File: src/rtl/fetch_dispatch_pkg.sv
// Shared definitions for the fetch instruction dispatcher: opcodes, FSM
// encoding and the 64-bit instruction field layout.
package fetch_dispatch_pkg;

  localparam logic [7:0] OP_FEATURE = 8'h01;
  localparam logic [7:0] OP_WEIGHT  = 8'h02;
  localparam logic [7:0] OP_SCALER  = 8'h03;

  // Every instruction field is one byte wide; these are their LSB positions.
  localparam int unsigned FIELD_W     = 8;
  localparam int unsigned OPCODE_LSB  = 56;
  localparam int unsigned FTYPE_LSB   = 48;
  localparam int unsigned SADDRH_LSB  = 40;
  localparam int unsigned SADDRL_LSB  = 32;
  localparam int unsigned DADDRH_LSB  = 24;
  localparam int unsigned DADDRL_LSB  = 16;
  localparam int unsigned MEMSEL_LSB  = 8;
  localparam int unsigned COUNTER_LSB = 0;

  typedef enum logic [1:0] {
    ST_IDLE,
    ST_ISSUE,
    ST_WAIT,
    ST_DONE
  } state_t;

  typedef enum logic [1:0] {
    OPK_FEATURE,
    OPK_WEIGHT,
    OPK_SCALER,
    OPK_ILLEGAL
  } op_kind_t;

  // Extract one byte-wide field starting at bit position lsb.
  function automatic logic [FIELD_W-1:0] inst_field(input logic [63:0] data,
                                                     input int unsigned lsb);
    logic [63:0] shifted;
    shifted = data >> lsb;
    return shifted[FIELD_W-1:0];
  endfunction

  // Classify a raw opcode byte.
  function automatic op_kind_t decode_op(input logic [7:0] opcode);
    case (opcode)
      OP_FEATURE: return OPK_FEATURE;
      OP_WEIGHT:  return OPK_WEIGHT;
      OP_SCALER:  return OPK_SCALER;
      default:    return OPK_ILLEGAL;
    endcase
  endfunction

endpackage

File: src/rtl/fetch_watchdog.sv
// Loadable, saturating down-counter used as the WAIT-state watchdog.
module fetch_watchdog #(
  parameter int unsigned WIDTH = 10
) (
  input  logic             clk,
  input  logic             rst,
  input  logic             load,
  input  logic [WIDTH-1:0] load_val,
  input  logic             dec,
  output logic             zero
);

  logic [WIDTH-1:0] count;

  // Load has priority over decrement; the count never wraps below zero.
  // NOTE: sequential state uses non-blocking (<=) so every register samples
  // pre-edge values and simulation matches the synthesized flops.
  always_ff @(posedge clk or negedge rst) begin
    if (!rst) begin
      count <= '0;
    end else if (load) begin
      count <= load_val;
    end else if (dec && (count != '0)) begin
      count <= count - 1'b1;
    end
  end

  assign zero = (count == '0);

endmodule

File: src/rtl/fetch_inst_dispatch.sv
// Fetch instruction dispatcher: accepts one 64-bit instruction at a time,
// pulses the matching fetch enable, waits for completion (or a watchdog
// expiry) and acknowledges with a one-cycle inst_done.
module fetch_inst_dispatch
  import fetch_dispatch_pkg::*;
#(
  parameter int unsigned DONE_TIMEOUT = 1023,
  parameter int unsigned SCALER_LAT   = 3
) (
  input  logic        clk,
  input  logic        rst,
  input  logic        inst_valid,
  output logic        inst_ready,
  input  logic [63:0] inst_data,
  output logic        feature_fetch_enable,
  output logic        weight_fetch_enable,
  output logic        scaler_fetch_enable,
  output logic [7:0]  fetch_type,
  output logic [15:0] src_addr,
  output logic [7:0]  dst_addr,
  output logic [7:0]  mem_sel,
  output logic [7:0]  fetch_counter,
  input  logic        feature_fetch_done,
  input  logic        weight_fetch_done,
  output logic        inst_done,
  output logic        busy,
  output logic        illegal_op,
  output logic        timeout_err,
  input  logic        err_clr
);

  localparam int unsigned WD_W = $clog2(DONE_TIMEOUT + 1);
  // The watchdog holds the number of WAIT cycles still to come after the
  // current one, so zero marks the final permitted WAIT cycle.
  localparam logic [WD_W-1:0] LOAD_FETCH  = WD_W'(DONE_TIMEOUT - 1);
  localparam logic [WD_W-1:0] LOAD_SCALER = WD_W'(SCALER_LAT - 1);

  state_t    state, next_state;
  op_kind_t  op_q;
  op_kind_t  in_op;
  logic      accept;
  logic      unit_done;
  logic      wd_zero;
  logic      timeout_hit;
  logic      daddrh_unused;

  assign in_op  = decode_op(inst_field(inst_data, OPCODE_LSB));
  assign accept = (state == ST_IDLE) && inst_valid;

  // Only the done line of the unit that was commanded counts.
  assign unit_done = ((op_q == OPK_FEATURE) && feature_fetch_done) ||
                     ((op_q == OPK_WEIGHT)  && weight_fetch_done);

  // A done arriving on the expiry cycle wins; scaler expiry is normal.
  assign timeout_hit = (state == ST_WAIT) && wd_zero && !unit_done &&
                       (op_q != OPK_SCALER);

  // daddrh has no destination downstream.
  assign daddrh_unused = ^inst_field(inst_data, DADDRH_LSB);

  fetch_watchdog #(
    .WIDTH (WD_W)
  ) u_watchdog (
    .clk      (clk),
    .rst      (rst),
    .load     (state == ST_ISSUE),
    .load_val ((op_q == OPK_SCALER) ? LOAD_SCALER : LOAD_FETCH),
    .dec      (state == ST_WAIT),
    .zero     (wd_zero)
  );

  // State register.
  always_ff @(posedge clk or negedge rst) begin
    if (!rst) state <= ST_IDLE;
    else      state <= next_state;
  end

  // Next-state logic.
  // NOTE: next_state gets a default before the case so no path leaves it
  // unassigned, which would otherwise infer a latch.
  always_comb begin
    next_state = state;
    case (state)
      ST_IDLE:  if (inst_valid) next_state = (in_op == OPK_ILLEGAL) ? ST_DONE : ST_ISSUE;
      ST_ISSUE: next_state = ST_WAIT;
      ST_WAIT:  if (unit_done || wd_zero) next_state = ST_DONE;
      ST_DONE:  next_state = ST_IDLE;
      default:  next_state = ST_IDLE;
    endcase
  end

  // Control outputs registered from the next state so they are glitch-free
  // and have no combinational path from any input.
  always_ff @(posedge clk or negedge rst) begin
    if (!rst) begin
      feature_fetch_enable <= 1'b0;
      weight_fetch_enable  <= 1'b0;
      scaler_fetch_enable  <= 1'b0;
      inst_done            <= 1'b0;
      busy                 <= 1'b0;
      inst_ready           <= 1'b0;
    end else begin
      feature_fetch_enable <= accept && (in_op == OPK_FEATURE);
      weight_fetch_enable  <= accept && (in_op == OPK_WEIGHT);
      scaler_fetch_enable  <= accept && (in_op == OPK_SCALER);
      inst_done            <= (next_state == ST_DONE);
      busy                 <= (next_state != ST_IDLE);
      inst_ready           <= (next_state == ST_IDLE);
    end
  end

  // Operand fields and opcode class, captured only on accept.
  always_ff @(posedge clk or negedge rst) begin
    if (!rst) begin
      op_q          <= OPK_ILLEGAL;
      fetch_type    <= '0;
      src_addr      <= '0;
      dst_addr      <= '0;
      mem_sel       <= '0;
      fetch_counter <= '0;
    end else if (accept) begin
      op_q          <= in_op;
      fetch_type    <= inst_field(inst_data, FTYPE_LSB);
      src_addr      <= {inst_field(inst_data, SADDRH_LSB), inst_field(inst_data, SADDRL_LSB)};
      dst_addr      <= inst_field(inst_data, DADDRL_LSB);
      mem_sel       <= inst_field(inst_data, MEMSEL_LSB);
      fetch_counter <= inst_field(inst_data, COUNTER_LSB);
    end
  end

  // Sticky error flags; clear beats a simultaneous set.
  always_ff @(posedge clk or negedge rst) begin
    if (!rst) begin
      illegal_op  <= 1'b0;
      timeout_err <= 1'b0;
    end else if (err_clr) begin
      illegal_op  <= 1'b0;
      timeout_err <= 1'b0;
    end else begin
      if (accept && (in_op == OPK_ILLEGAL)) illegal_op <= 1'b1;
      if (timeout_hit)                      timeout_err <= 1'b1;
    end
  end

endmodule

File: config.mk
export PLATFORM = sky130hd
export DESIGN_NAME = fetch_inst_dispatch
export DESIGN_NICKNAME = d
export VERILOG_FILES = /design/src/rtl/fetch_dispatch_pkg.sv /design/src/rtl/fetch_watchdog.sv /design/src/rtl/fetch_inst_dispatch.sv
export SDC_FILE = /design/constraint.sdc
export NUM_CORES = 1
export LEC_CHECK = 0
export ABC_AREA = 1
export BUFFER_PORTS_ARGS = -buffer_cell sky130_fd_sc_hd__buf_2
export CAP_MARGIN = 20
export CORE_MARGIN = 2
export CORE_UTILIZATION = 52
export CTS_BUF_LIST = sky130_fd_sc_hd__clkbuf_16
export DETAILED_ROUTE_END_ITERATION = 10
export PLACE_DENSITY_LB_ADDON = 0.25
export SLEW_MARGIN = 20
export SYNTH_ARGS = -nofsm -noshare
export SYNTH_HDL_FRONTEND = slang
export SYNTH_SLANG_ARGS = --single-unit
File: constraint.sdc
create_clock -name clk -period 2.7 [get_ports clk]
set_input_delay 0.405 -clock clk [delete_from_list [all_inputs] [get_ports clk]]
set_output_delay 0.405 -clock clk [all_outputs]
set_load 0.05 [all_outputs]
* Yosys cells after proc, flatten, opt, wreduce, memory -nomap -nowiden *
Cells that the tools add are included.

storage, ports and cells
  input port bits = 70
  logic and storage cells = 66
  register bits = 70
  output and inout port bits = 56

operators by class
  reductions and logical operators = 24
  multiplexer cells = 12
  $add $sub $neg = 1
  equality and inequality tests = 13

operator list
  operator                                                                count
  10-bit 2-to-1 mux                                                       3
  8-bit by 2-bit equality test with 1-bit output (second input constant)  2
  2-bit equality test (second input constant)                             6
  1-bit logical AND                                                       11
  10-bit zero test                                                        1
  10-bit nonzero test                                                     1
  10-bit by 1-bit subtractor with 10-bit output (second input constant)   1
  8-bit by 1-bit equality test with 1-bit output (second input constant)  1
  2-bit zero test                                                         4
  2-bit one-hot mux with 4 select lines                                   1
  2-bit nonzero test                                                      4
  2-bit by 1-bit equality test with 1-bit output (second input constant)  3
  2-bit 2-to-1 mux                                                        3
  2-bit one-hot mux with 3 select lines                                   1
  1-bit 2-to-1 mux                                                        4
  1-bit logical OR                                                        2
  2-bit != test (second input constant)                                   1
  1-bit zero test                                                         1

* Longest topological paths before layout *
Gate-level depths: netlist (run 1).

  word-level depth = 8
  mapped depth = 10
  mapped depth without buffers = 10

* Cells and area by module *
A second synthesis (run 1) with hierarchy kept.

second synthesis, totals
  cells, all modules = 400
  area, all modules = 3,188.1 um^2

by module, submodules not included
  module               times used  area an instance (um^2)  sequential area each (um^2)  cells an instance
  fetch_inst_dispatch  1           2,429.8                  1,503.9                      282
  fetch_watchdog       1           758.2                    250.2                        118

* Worst setup path after synthesis (run 1) *
No wires, ideal clock.

  path type = register -> register
  start = register state[0]
  end = register fetch_counter[0]
  period minus slack after synthesis = 1,373 ps
  path buffers = 2
  slack = 1,327 ps
  library setup time = 118 ps
  stages on the path, launching flop included = 9
  data arrival time = 1,256 ps
  required time = 2,582 ps
  path through = dfrtp_1 -> inv_1 -> ha_1 -> nand2_1 -> inv_2 -> buf_4 -> buf_2 -> nand2_1 -> nand2_1

on the way
  longest elaborated chain between the ends = 2

RTL lines
  what                      RTL line                    text
  start: declaration        fetch_inst_dispatch.sv:38   state_t state, next_state;
  start signal: assignment  fetch_inst_dispatch.sv:75   else state <= next_state;
  2-bit zero test           fetch_inst_dispatch.sv:48   assign accept = (state == ST_IDLE) && inst_valid;
  1-bit logical AND         fetch_inst_dispatch.sv:48
  end signal: assignment    fetch_inst_dispatch.sv:127  fetch_counter <= inst_field(inst_data, COUNTER_LSB);
  end: declaration          fetch_inst_dispatch.sv:22   output logic [7:0] fetch_counter,

Every way passes these cells.
A chain may end at the register's enable or synchronous reset.

* Worst setup path in the final report (run 1) *
  start = register state[0]
  end = register src_addr[12]

on the way
  longest elaborated chain between the ends = 2

RTL lines
  what                    RTL line                    text
  2-bit zero test         fetch_inst_dispatch.sv:48
  1-bit logical AND       fetch_inst_dispatch.sv:48
  end signal: assignment  fetch_inst_dispatch.sv:124  src_addr <= {inst_field(inst_data, SADDRH_LSB), inst_field(inst_data, SADDRL_LSB)};
  end: declaration        fetch_inst_dispatch.sv:19   output logic [15:0] src_addr,

Every way passes these cells.

==> impl_metrics.sql, run 1 <==
INSERT INTO impl_metrics (metric_group, metric, value, unit) VALUES
('global_route', 'grt_antenna_before_repair', '0', ''),
('layout', 'area_delta_synth_final', '30.6', '%'),
('placed_design', 'gp_congestion', '0.807', ''),
('hold_path', 'holdCritPathClass', 'input pin to async pin', ''),
('layout', 'post-route-cell-area', '4040', 'µm²'),
('timing', 'finalWorstPathRequiredPeriod', '2040', 'ps'),
('synthesis', 'postSynthAreaPerCell', '8.29', 'µm²'),
('layout', 'fin_nets', '569', ''),
('synthesis', 'synth_enable_flop_cells', '0', ''),
('critical_path', 'r2r.worst_path.cells', '7', ''),
('timing', 'grt_setup_unrepaired', 'false', ''),
('timing', 'final_hold_viol_count', '0', ''),
('pwr', 'power.combinational.fraction', '51.8', '%'),
('critical_path', 'arrival', '2300', 'ps'),
('timing', 'min_period_over_period', '75.6', '%'),
('clocking', 'path_clk_slew', '60', 'ps'),
('die', 'design.die.area', '6580', 'µm²'),
('pwr', 'net-switching-power', '0.00306', 'W'),
('placed_design', 'io_buffer_count', '117', ''),
('synthesis', 'netlist_area', '3090', 'µm²'),
('clocking', 'cts_resized', '0', ''),
('routing', 'vias', '2753', ''),
('synthesis', 'postSynthCellCount', '373', ''),
('clocking', 'cts_hold_repair.buffers', '0', ''),
('timing', 'max-slew-margin-rel', '62.6', '%'),
('synthesis', 'synth_largest_area_cell', 'sky130_fd_sc_hd__dfrtp_1', ''),
('synthesis', 'ys_seq_area_share', '56.7', '%'),
('global_route', 'grt_first_pass_wirelength', '11600', 'µm'),
('global_route', 'grt_util_all_layers', '23.1', '%'),
('synthesis', 'ys_dominant_reg_cell', 'sky130_fd_sc_hd__dfrtp_1', ''),
('pwr', 'power.static_leakage', '2.35', 'nW'),
('pwr', 'p_seq_share', '29.6', '%'),
('timing', 'setup_violations', '0', ''),
('pwr', 'clockPowerShare', '18.7', '%'),
('clocking', 'cts-root-to-sink-buffers', '2', ''),
('layout', 'area_of_the_multi_input_gates', '1180', 'µm²'),
('pwr', 'p_sw_share', '50.5', '%'),
('critical_path', 'worst-setup-path-type', 'register to register', ''),
('layout', 'antennaDiodeCount', '0', ''),
('die', 'std_cell_rows', '28', ''),
('flow_run', 'cap_viol_max_count', '0', ''),
('timing', 'fin_tns_setup', '0', 'ps'),
('synthesis', 'netlist_top_cells_count', 'sky130_fd_sc_hd__nand2_1 (192), sky130_fd_sc_hd__dfrtp_1 (68), sky130_fd_sc_hd__inv_1 (18)', ''),
('synthesis', 'synth_cell_types', '30', ''),
('global_route', 'maximum_number_of_pins_on_one_net_before_global_route_repair', '71', ''),
('clocking', 'cts_htree_levels', '3', ''),
('layout', 'regArea', '1750', 'µm²'),
('routing', 'ant_nets', '0', ''),
('synthesis', 'synth-seq-cells', '70', ''),
('routing', 'route.detailed.wl_per_inst', '12.0', 'µm'),
('placed_design', 'dp_hpwl', '4850', 'µm'),
('clocking', 'tritoncts', 'yes', ''),
('outcome', 'outcome', 'finished, final reports clean', ''),
('die', 'dieHeight', '81.1', 'µm'),
('critical_path', 'endpoint_kind', 'register', ''),
('pwr', 'internal_cell_power', '0.00300', 'W'),
('timing', 'worst_clock_skew', '5.68', 'ps'),
('timing', 'report.final.slew_viol_count', '0', ''),
('layout', 'filler_cell_count', '485', ''),
('clocking', 'cts.sinks', '70', ''),
('placed_design', 'placed_cell_area', '3750', 'µm²'),
('clocking', 'numCtsBuffers', '9', ''),
('pwr', 'vdd_ir_drop_max', '1.15', 'mV'),
('synthesis', 'synthTopCellsByArea', 'sky130_fd_sc_hd__dfrtp_1 (55%), sky130_fd_sc_hd__nand2_1 (23%), sky130_fd_sc_hd__ha_1 (2.4%)', ''),
('timing', 'max_freq', '490', 'MHz'),
('routing', 'drt-pass1-iter-count', '5', ''),
('timing', 'max_slew.worst_pin.slew', '561', 'ps'),
('die', 'effective_utilization_at_floorplan', '53.2', '%'),
('critical_path', 'setup.worst_path.start_class', 'register', ''),
('synthesis', 'ys.warnings.count', '0', ''),
('routing', 'post_drt_via_cell_ratio', '4.80', '');
[power groups by stage]
stage | sequential, W | clock [W] | combinational, W
after floorplan | 0.00303 | 0 | 0.00120
after global placement | 0.00179 | 0 | 0.00306
after detailed placement | 0.00179 | 0 | 0.00315
after CTS | 0.00179 | 0.00115 | 0.00316
after global routing | 0.00185 | 0.00120 | 0.00342
final | 0.00179 | 0.00113 | 0.00314
[cell families (layout without fill, tap and decap cells)]
kind of cell	after synthesis	count (layout)	share of synthesized area, %
AO/OA/AOI/OAI	23	23	4.74
flip-flops	70	70	56.7
adder cells (fa/ha/maj)	6	6	2.43
buffers and inverters	38	163	5.18
AND/OR/NAND/NOR	236	236	30.9
[final cells by class]
| type | count | share of cell area (%) |
|---|---|---|
| clock inverters | 7 | 1.61 |
| flip-flops and latches | 70 | 43.4 |
| inverters | 27 | 2.54 |
| repair buffers | 120 | 15.4 |
| multi-input cells | 265 | 29.2 |
| well taps | 75 | 2.32 |
| clock buffers | 9 | 5.58 |
[registers in the layout, summed over array words and instances, names as in the netlist, 2 cells and up]
signal	cells
dst_addr	8
fetch_type	8
mem_sel	8
state	2
u_watchdog.count	10
op_q	2
fetch_counter	8
src_addr	16
[path summary, 6_finish.rpt]
path / start / endpoint / slack, ps
max in group asynchronous: rst / op_q[1] / 2300
min in group clk: err_clr / illegal_op / 250
setup reg to reg: state[0] / src_addr[12] / 660
setup / recovery: state[0] / src_addr[12] / 660
hold / removal: rst / u_watchdog.count[9] / 90
hold reg to reg: dst_addr[3] / dst_addr[3] / 470
[critical path, cell delays in order, from the launching register on]
cell                      delay (ps)
sky130_fd_sc_hd__dfrtp_1         410
sky130_fd_sc_hd__inv_1           130
sky130_fd_sc_hd__ha_1            180
sky130_fd_sc_hd__nand2_1         260
sky130_fd_sc_hd__inv_2           530
sky130_fd_sc_hd__buf_4           320
sky130_fd_sc_hd__nand2_1          80
sky130_fd_sc_hd__nand2_1          60
[stage by stage]
step           worst slack (ps)  util (%)  hold slack (ps)  total power, W  instances
2_1_floorplan              1330         -              109         0.00423        373
3_3_place_gp                714      64.5              457         0.00485        557
3_5_place_dp                700      64.5              460         0.00494        557
4_1_cts                     655      69.4              111         0.00610        573
5_1_grt                     443      69.4              133         0.00647        573
6_report                    660      69.4             87.3         0.00606        573
[cell usage in the layout (no fill, tap or decap)]
cell type / count
sky130_fd_sc_hd__nor2_4: 1
sky130_fd_sc_hd__a21boi_0: 1
sky130_fd_sc_hd__dfstp_2: 2
sky130_fd_sc_hd__nor2_1: 17
sky130_fd_sc_hd__buf_4: 2
sky130_fd_sc_hd__clkinvlp_4: 2
sky130_fd_sc_hd__a21oi_2: 1
sky130_fd_sc_hd__ha_1: 6
sky130_fd_sc_hd__a21oi_1: 8
sky130_fd_sc_hd__buf_2: 117
sky130_fd_sc_hd__o21ai_2: 6
sky130_fd_sc_hd__o21ai_0: 6
sky130_fd_sc_hd__nand2_1: 192
sky130_fd_sc_hd__clkbuf_16: 9
sky130_fd_sc_hd__dfrtp_1: 68
sky130_fd_sc_hd__buf_12: 1
sky130_fd_sc_hd__a21boi_1: 1
sky130_fd_sc_hd__nor2_2: 1
sky130_fd_sc_hd__clkinv_1: 3
sky130_fd_sc_hd__or2_2: 1
sky130_fd_sc_hd__bufinv_16: 1
sky130_fd_sc_hd__and2_1: 1
sky130_fd_sc_hd__clkinv_2: 1
sky130_fd_sc_hd__nand3_1: 14
sky130_fd_sc_hd__nand3b_1: 1
sky130_fd_sc_hd__nand3_2: 1
sky130_fd_sc_hd__inv_1: 19
sky130_fd_sc_hd__nand2_2: 2
sky130_fd_sc_hd__inv_2: 7
sky130_fd_sc_hd__inv_6: 1
sky130_fd_sc_hd__nand2_4: 2
sky130_fd_sc_hd__nand4_1: 2
sky130_fd_sc_hd__or2_0: 1
[layer usage]
layer	vias to the layer above	part of all wire, %	global-route usage, %
met1	1285	43	28.1
met5	-	0	0
li1	1383	-	-
met2	76	49	37.8
met4	0	1.7	10.2
met3	9	6.3	7.22
Note: power is estimated with default switching activity, not from simulation.
==> run 2: changes to the inputs <==
--- a/config.mk
+++ b/config.mk
@@ -5,11 +5,11 @@
 export SDC_FILE = /design/constraint.sdc
 export NUM_CORES = 1
 export LEC_CHECK = 0
-export ABC_AREA = 1
+export ABC_AREA = 0
 export BUFFER_PORTS_ARGS = -buffer_cell sky130_fd_sc_hd__buf_2
 export CAP_MARGIN = 20
 export CORE_MARGIN = 2
-export CORE_UTILIZATION = 52
+export CORE_UTILIZATION = 43
 export CTS_BUF_LIST = sky130_fd_sc_hd__clkbuf_16
 export DETAILED_ROUTE_END_ITERATION = 10
 export PLACE_DENSITY_LB_ADDON = 0.25
==> constraint.sdc (replaced) <==
create_clock -name clk -period 1.7 [get_ports clk]
set_input_delay 0.255 -clock clk [delete_from_list [all_inputs] [get_ports clk]]
set_output_delay 0.255 -clock clk [all_outputs]
set_load 0.05 [all_outputs]
==> impl_metrics.sql, run 2 <==
INSERT INTO impl_metrics (metric_group, metric, value, unit) VALUES
('global_route', 'grt_util_all_layers', '19.3', '%'),
('layout', 'number_of_flip_flops_under_the_largest_register_name', '16', ''),
('placed_design', 'placed_cell_area', '3860', 'µm²'),
('clocking', 'path_clk_slew', '50', 'ps'),
('die', 'design.die.area', '7660', 'µm²'),
('clocking', 'worst_skew_pair.late_latency', '320', 'ps'),
('synthesis', 'ys.warnings.count', '0', ''),
('synthesis', 'netlist_top_cells_count', 'sky130_fd_sc_hd__nand2_1 (148), sky130_fd_sc_hd__dfrtp_1 (68), sky130_fd_sc_hd__nor2_1 (15)', ''),
('layout', 'antennaDiodeCount', '0', ''),
('routing', 'vias', '2660', ''),
('placed_design', 'pre_cts_slack', '-126', 'ps'),
('placed_design', 'gp_congestion', '0.849', ''),
('routing', 'post_drt_via_cell_ratio', '4.81', ''),
('synthesis', 'postSynthCellCount', '328', ''),
('timing', 'min_period_over_period', '98.3', '%'),
('routing', 'ant_nets', '0', ''),
('routing', 'finalWirelength', '6980', 'µm'),
('routing', 'route.detailed.wl_per_inst', '12.6', 'µm'),
('pwr', 'power.static_leakage', '2.32', 'nW'),
('placed_design', 'dp_hpwl', '4970', 'µm'),
('critical_path', 'crit-reg2reg-launch', 'u_watchdog.count[4]', ''),
('synthesis', 'synth_cell_types', '38', ''),
('timing', 'report.final.slew_viol_count', '0', ''),
('synthesis', 'post-synth-top-count-cell', 'sky130_fd_sc_hd__nand2_1', ''),
('hold_path', 'cell_depth_of_the_worst_hold_path', '2', ''),
('critical_path', 'worst_ep_required_time', '1910', 'ps'),
('routing', 'detailedRoute.firstIterationViolations', '150', ''),
('critical_path', 'critical-path-max-stage-delay', '660', 'ps'),
('critical_path', 'worst_path_dominant_cell_family', 'simple AND/OR/NAND/NOR gates', ''),
('timing', 'max_slew.worst_pin.slew', '418', 'ps'),
('layout', 'area_of_the_multi_input_gates', '1220', 'µm²'),
('hold_path', 'holdCritPathClass', 'input pin to register', ''),
('clocking', 'tritoncts', 'yes', ''),
('timing', 'final_hold_viol_count', '0', ''),
('die', 'std_cell_rows', '30', ''),
('critical_path', 'arrival', '1880', 'ps'),
('layout', 'largest_register_by_flop_count', 'src_addr', ''),
('timing', 'whs', '104', 'ps'),
('synthesis', 'ys_dominant_reg_cell', 'sky130_fd_sc_hd__dfrtp_1', ''),
('global_route', 'grt_overflow_total', '0', ''),
('layout', 'fin_nets', '545', ''),
('critical_path', 'worstPathBufferInverterCount', '0', ''),
('layout', 'final_common_cell', 'sky130_fd_sc_hd__nand2_1', ''),
('outcome', 'outcome', 'finished, final reports clean', ''),
('clocking', 'cts_htree_levels', '3', ''),
('critical_path', 'r2r-end', 'u_watchdog.count[7]', ''),
('global_route', 'grt_first_pass_wirelength', '11500', 'µm'),
('timing', 'finalWorstPathRequiredPeriod', '1670', 'ps'),
('synthesis', 'synth_largest_area_cell', 'sky130_fd_sc_hd__dfrtp_1', ''),
('synthesis', 'async_reset_ff_share', '100', '%'),
('critical_path', 'r2r_slack', '30', 'ps'),
('flow_run', 'cap_viol_max_count', '0', ''),
('die', 'dieHeight', '87.5', 'µm'),
('hold_path', 'min_to', 'illegal_op', ''),
('layout', 'layout-drive-gt1-share', '38.3', '%'),
('critical_path', 'r2r.worst_path.cells', '4', ''),
('clocking', 'cts.sinks', '70', ''),
('die', 'effective_utilization_at_floorplan', '44.4', '%'),
('routing', 'drt-pass1-iter-count', '4', ''),
('placed_design', 'io_buffer_count', '117', ''),
('timing', 'fin_tns_setup', '0', 'ps'),
('hold_path', 'min_from', 'err_clr', ''),
('layout', 'regArea', '1760', 'µm²'),
('critical_path', 'crit_path_cell_trace', 'or4_2 -> a211oi_2 -> xnor2_1 -> o21ai_1', ''),
('die', 'fp.coreArea', '6760', 'µm²'),
('synthesis', 'synthTopCellsByArea', 'sky130_fd_sc_hd__dfrtp_1 (57%), sky130_fd_sc_hd__nand2_1 (19%), sky130_fd_sc_hd__ha_1 (2.5%)', ''),
('timing', 'setup_violations', '0', ''),
('layout', 'filler_cell_count', '599', ''),
('global_route', 'maximum_number_of_pins_on_one_net_before_global_route_repair', '71', ''),
('clocking', 'root_buffer', 'sky130_fd_sc_hd__clkbuf_16', ''),
('synthesis', 'synth-seq-cells', '70', ''),
('layout', 'layout_top_registers', 'src_addr x16, u_watchdog.count x10', ''),
('clocking', 'numCtsBuffers', '9', ''),
('critical_path', 'worst-setup-path-type', 'register to register', ''),
('global_route', 'grt_pass1_vias', '2584', ''),
('critical_path', 'setup.worst_path.start_class', 'register', ''),
('layout', 'post-route-cell-area', '4180', 'µm²'),
('timing', 'grt_setup_unrepaired', 'true', ''),
('clocking', 'cts-root-to-sink-buffers', '2', ''),
('critical_path', 'crit_fanout', '6', ''),
('timing', 'max-slew-margin-rel', '71.8', '%'),
('critical_path', 'critical_path.slowest_cell', 'sky130_fd_sc_hd__or4_2', ''),
('global_route', 'grt_antenna_before_repair', '0', ''),
('die', 'floorplan.die.width', '87.5', 'µm'),
('synthesis', 'ys_seq_area_share', '58.5', '%'),
('synthesis', 'netlist_area', '3000', 'µm²'),
('synthesis', 'synth_largest_type_area_fraction', '56.8', '%'),
('pwr', 'pwr_density_cell', '2260', 'nW/µm²'),
('die', 'boundaryPins', '126', ''),
('timing', 'worst_clock_skew', '5.02', 'ps'),
('timing', 'max_freq', '598', 'MHz'),
('synthesis', 'postSynthAreaPerCell', '9.14', 'µm²'),
('pwr', 'vdd_ir_drop_max', '1.22', 'mV'),
('routing', 'drc', '0', ''),
('timing', 'layout_setup_ws', '29.1', 'ps'),
('layout', 'area_delta_synth_final', '39.4', '%'),
('layout', 'layout_common_cells', 'sky130_fd_sc_hd__nand2_1 (148), sky130_fd_sc_hd__buf_2 (117), sky130_fd_sc_hd__dfrtp_1 (67)', ''),
('synthesis', 'synth_enable_flop_cells', '0', ''),
('synthesis', 'mappedNetlistNets', '404', ''),
('critical_path', 'endpoint_kind', 'register', '');
-- run 2: per-stage QoR --
| stage | util [%] | power [W] | cells |
|---|---|---|---|
| floorplan | - | 0.00635 | 328 |
| global placement | 57.1 | 0.00765 | 536 |
| detailed placement | 57.1 | 0.00774 | 536 |
| CTS | 61.4 | 0.00944 | 552 |
| global route | 61.8 | 0.0100 | 553 |
| finish | 61.8 | 0.00943 | 553 |
-- run 2: area by class of cell --
type,instances,area share [%]
tap,80,2.40
sequential,70,42.0
inverter,11,0.988
timing repair buffer,143,19.1
clock buffer,9,5.39
clock inverter,6,0.749
multi-input combinational,234,29.3
-- run 2: worst max path at each step --
stage | from | end | slack (ps) | cells past startpoint
2_1_floorplan | state[0] | u_watchdog.count[7] | -20 | 6
3_3_place_gp | u_watchdog.count[0] | inst_ready | -100 | 6
3_5_place_dp | u_watchdog.count[0] | inst_ready | -130 | 6
4_1_cts | u_watchdog.count[0] | u_watchdog.count[4] | -4 | 6
5_1_grt | u_watchdog.count[0] | u_watchdog.count[4] | -50 | 6
6_report | u_watchdog.count[4] | u_watchdog.count[7] | 30 | 4
-- run 2: cells by family after synthesis --
logic type	synth area share [%]
AND/OR/NAND/NOR	26.8
XOR/XNOR	1.75
AO/OA/AOI/OAI	7.10
multiplexers	0.334
flip-flops	58.5
buffers and inverters	3.05
adder cells (fa/ha/maj)	2.50
-- run 2: power by group --
group	switching, W	leakage (nW)	internal [W]	total (W)
combinational	0.00356	1.32	0.00147	0.00503
clock	0.000652	0.134	0.000961	0.00161
sequential	0.000387	0.869	0.00240	0.00278
total	0.00460	2.32	0.00483	0.00943
-- run 2: layer usage --
metal  vias up  share of wire [%]  global-route usage (%)
met5         -                  0                       0
met4         0                1.6                    7.55
met3        13                6.4                    6.54
met2        67                 46                    29.9
met1      1241                 46                    24.8
li1       1339                  -                       -
-- run 2: what timing repair did --
action / CTS / global route
pin swaps: 2 / 4
buffers inserted: 0 / 1
gates cloned: 0 / 0
endpoints found under the hold margin: 68 / 0
hold buffers: 1 / 0
setup endpoints to repair: 10 / 32
gates resized for setup: 4 / 8
==> run 3: changes to the inputs <==
--- a/config.mk
+++ b/config.mk
@@ -16,4 +16,5 @@
 export SLEW_MARGIN = 20
 export SYNTH_ARGS = -nofsm -noshare
 export SYNTH_HDL_FRONTEND = slang
+export SYNTH_HIERARCHICAL = 1
 export SYNTH_SLANG_ARGS = --single-unit
==> impl_metrics.sql, run 3 <==
INSERT INTO impl_metrics (metric_group, metric, value, unit) VALUES
('outcome', 'outcome', 'finished, violations left', ''),
('outcome', 'failing_checks', 'setup timing', ''),
('global_route', 'grt_util_all_layers', '16.5', '%'),
('layout', 'post-route-cell-area', '4310', 'µm²'),
('die', 'std_cell_rows', '30', ''),
('timing', 'report.final.slew_viol_count', '0', ''),
('routing', 'ant_nets', '0', ''),
('routing', 'routed-wl-met3', '373', 'µm'),
('pwr', 'vdd_ir_drop_max', '1.03', 'mV'),
('critical_path', 'crit_fanout', '4', ''),
('routing', 'route.detailed.wl_per_inst', '13.9', 'µm'),
('synthesis', 'synth_largest_area_cell', 'sky130_fd_sc_hd__dfrtp_1', ''),
('pwr', 'pwr_density_cell', '2340', 'nW/µm²'),
('timing', 'grt_setup_unrepaired', 'true', ''),
('synthesis', 'synth.area.mux_share', '20.0', '%'),
('pwr', 'power.static_leakage', '2.10', 'nW'),
('critical_path', 'crit-reg2reg-launch', 'u_watchdog/count[8]', ''),
('die', 'boundaryPins', '126', ''),
('layout', 'final_common_cell', 'sky130_fd_sc_hd__buf_2', ''),
('critical_path', 'crit_path_cell_trace', 'or4_4 -> buf_4 -> o31a_1 -> mux2i_1 -> mux2_2', ''),
('flow_run', 'cap_viol_max_count', '0', ''),
('routing', 'top_metal_layer_carrying_routed_signals', 'met4', ''),
('critical_path', 'critical-path-max-stage-delay', '540', 'ps'),
('placed_design', 'placed_cell_area', '3880', 'µm²'),
('synthesis', 'synth_cell_types', '43', ''),
('hold_path', 'cell_depth_of_the_worst_hold_path', '2', ''),
('critical_path', 'setup.worst_path.start_class', 'register', ''),
('critical_path', 'endpoint_kind', 'register', ''),
('timing', 'setup_violations', '11', ''),
('synthesis', 'yosys.area_share.simple', '8.53', '%'),
('timing', 'finalWorstPathRequiredPeriod', '1890', 'ps'),
('synthesis', 'synth_enable_flop_cells', '0', ''),
('placed_design', 'gp_congestion', '0.852', ''),
('synthesis', 'mappedNetlistNets', '299', ''),
('critical_path', 'worst_ep_required_time', '1900', 'ps'),
('synthesis', 'ys.warnings.count', '6', ''),
('hold_path', 'min_from', 'err_clr', ''),
('synthesis', 'postSynthAreaPerCell', '13.3', 'µm²'),
('synthesis', 'ys_dominant_reg_cell', 'sky130_fd_sc_hd__dfrtp_1', ''),
('synthesis', 'ys_seq_area_share', '58.9', '%'),
('layout', 'layout_common_cells', 'sky130_fd_sc_hd__buf_2 (117), sky130_fd_sc_hd__dfrtp_1 (68), sky130_fd_sc_hd__mux2_2 (51)', ''),
('layout', 'fin_nets', '453', ''),
('critical_path', 'r2r_slack', '-190', 'ps'),
('synthesis', 'post-synth-top-count-cell', 'sky130_fd_sc_hd__dfrtp_1', ''),
('global_route', 'maximum_number_of_pins_on_one_net_before_global_route_repair', '71', ''),
('clocking', 'cts_htree_levels', '3', ''),
('synthesis', 'netlist_area', '2980', 'µm²'),
('global_route', 'grt_overflow_total', '0', ''),
('critical_path', 'arrival', '2090', 'ps'),
('synthesis', 'synth_largest_type_area_fraction', '57.2', '%'),
('layout', 'area_delta_synth_final', '44.9', '%'),
('routing', 'drc', '0', ''),
('clocking', 'root_buffer', 'sky130_fd_sc_hd__clkbuf_16', ''),
('layout', 'largest_register_by_flop_count', 'src_addr', ''),
('timing', 'final_hold_viol_count', '0', ''),
('layout', 'layout_top_registers', 'src_addr x16, u_watchdog/count x10', ''),
('synthesis', 'synthTopCellsByArea', 'sky130_fd_sc_hd__dfrtp_1 (57%), sky130_fd_sc_hd__mux2_2 (19%), sky130_fd_sc_hd__ha_1 (2.1%)', ''),
('global_route', 'grt_pass1_vias', '2210', ''),
('synthesis', 'async_reset_ff_share', '100', '%'),
('placed_design', 'io_buffer_count', '117', ''),
('synthesis', 'main_combinational_cell_family_by_area_after_synthesis', 'multiplexers', ''),
('hold_path', 'min_to', 'timeout_err', ''),
('critical_path', 'r2r.worst_path.cells', '5', ''),
('routing', 'wl_met2', '3170', 'µm'),
('routing', 'finalWirelength', '6410', 'µm'),
('synthesis', 'postSynthCellCount', '224', ''),
('synthesis', 'compound_gate_portion_of_the_synthesized_area', '6.26', '%'),
('routing', 'post_drt_via_cell_ratio', '4.93', ''),
('pwr', 'power_consumption', '0.0101', 'W'),
('critical_path', 'worst-setup-path-type', 'register to register', ''),
('synthesis', 'post_synth_fa_ha_maj_area_fraction', '2.10', '%'),
('critical_path', 'r2r-end', 'u_watchdog/count[1]', ''),
('clocking', 'tritoncts', 'yes', ''),
('die', 'effective_utilization_at_floorplan', '44.1', '%'),
('critical_path', 'critical_path.slowest_cell', 'sky130_fd_sc_hd__or4_4', ''),
('timing', 'max_freq', '530', 'MHz'),
('critical_path', 'cp-startpoint', 'u_watchdog/count[8]', ''),
('layout', 'number_of_flip_flops_under_the_largest_register_name', '16', ''),
('critical_path', 'worstPathBufferInverterCount', '1', ''),
('die', 'floorplan.die.width', '87.2', 'µm'),
('layout', 'antennaDiodeCount', '0', ''),
('routing', 'drt-pass1-iter-count', '4', ''),
('placed_design', 'pre_cts_slack', '-194', 'ps'),
('clocking', 'cts-root-to-sink-buffers', '2', ''),
('routing', 'm1_wire_length', '2790', 'µm'),
('clocking', 'cts.sinks', '70', ''),
('synthesis', 'synthXorXnorAreaFrac', '1.18', '%'),
('synthesis', 'netlist_top_cells_count', 'sky130_fd_sc_hd__dfrtp_1 (68), sky130_fd_sc_hd__mux2_2 (51), sky130_fd_sc_hd__inv_1 (12)', ''),
('clocking', 'worst_skew_pair.late_latency', '330', 'ps'),
('clocking', 'numCtsBuffers', '9', ''),
('layout', 'layout-drive-gt1-share', '62.3', '%'),
('hold_path', 'holdCritPathClass', 'input pin to register', ''),
('timing', 'worst_clock_skew', '6.98', 'ps'),
('clocking', 'path_clk_slew', '60', 'ps'),
('die', 'fp.coreArea', '6760', 'µm²'),
('timing', 'whs', '113', 'ps'),
('layout', 'filler_cell_count', '521', ''),
('timing', 'layout_setup_ws', '-186', 'ps'),
('synthesis', 'synth-seq-cells', '70', ''),
('die', 'dieHeight', '87.2', 'µm'),
('critical_path', 'worst_path_dominant_cell_family', 'simple AND/OR/NAND/NOR gates', ''),
('routing', 'vias', '2279', ''),
('placed_design', 'dp_hpwl', '4570', 'µm'),
('global_route', 'grt_antenna_before_repair', '0', ''),
('routing', 'detailedRoute.firstIterationViolations', '76', ''),
('timing', 'min_period_over_period', '111', '%'),
('die', 'design.die.area', '7600', 'µm²'),
('global_route', 'grt_first_pass_wirelength', '9690', 'µm'),
('timing', 'fin_tns_setup', '-788', 'ps');
==> run 3: cell types whose count changed after synthesis, sizes merged, moves of 5 or more <==
cell    previous run  this run
a21oi              8         3
nand2            148         8
buf                0         6
mux2               0        51
nor2              15        10
clkbuf            13         2
==> run 3: report_power, final <==
group          leakage, nW  internal [W]  switching (W)
clock                0.152       0.00127       0.000668
combinational         1.12       0.00184        0.00347
sequential           0.833       0.00245       0.000376
total                 2.10       0.00556        0.00451
==> run 3: worst max path at each step <==
stage	depth (start not counted)	to	slack, ps
floorplan	7	inst_ready	-150
finish	5	u_watchdog/count[1]	-190
detailed placement	7	inst_ready	-190
CTS	5	u_watchdog/count[1]	-160
global route	7	inst_ready	-230
global placement	7	inst_ready	-150
==> run 3: kinds of logic after synthesis <==
group	after synthesis
flops	70
mux	53
simple gates	44
compound gates	26
buf+inv	20
fa+ha+maj	5
xor+xnor	4
other cells	2
==> run 3: cell type report <==
class	instances	area, µm²	share of cell area (%)
clock buffers	9	225	5.22
repair buffers	151	886	20.5
inverters	12	45.0	1.04
clock inverters	6	86.3	2.00
multi-input cells	134	1210	28.2
well taps	80	100	2.32
flip-flops and latches	70	1750	40.7
==> run 3: worst reg2reg max path, cell delays in order (launching register included) <==
cell,delay (ps)
sky130_fd_sc_hd__dfrtp_1,370
sky130_fd_sc_hd__or4_4,540
sky130_fd_sc_hd__buf_4,170
sky130_fd_sc_hd__o31a_1,290
sky130_fd_sc_hd__mux2i_1,140
sky130_fd_sc_hd__mux2_2,260
==> run 3: repair_timing <==
action	4_1_cts	5_1_grt
hold buffers	1	0
gates resized for setup	6	9
setup buffers	3	2
gates cloned	0	1
pin swaps	8	7
endpoints found under the hold margin	68	0
endpoints found under the setup margin	12	32
==> run 3: metal layers <==
metal  vias up  track usage, %
met5         -               0
met2        73            27.4
met1      1098            19.6
met4         0            8.25
met3         6            4.55
li1       1102               -
==> run 3: stage by stage <==
| step | cells | util [%] |
|---|---|---|
| 2_1_floorplan | 224 | - |
| 3_3_place_gp | 441 | 57.4 |
| 3_5_place_dp | 441 | 57.4 |
| 4_1_cts | 460 | 62.8 |
| 5_1_grt | 462 | 63.8 |
| 6_report | 462 | 63.8 |
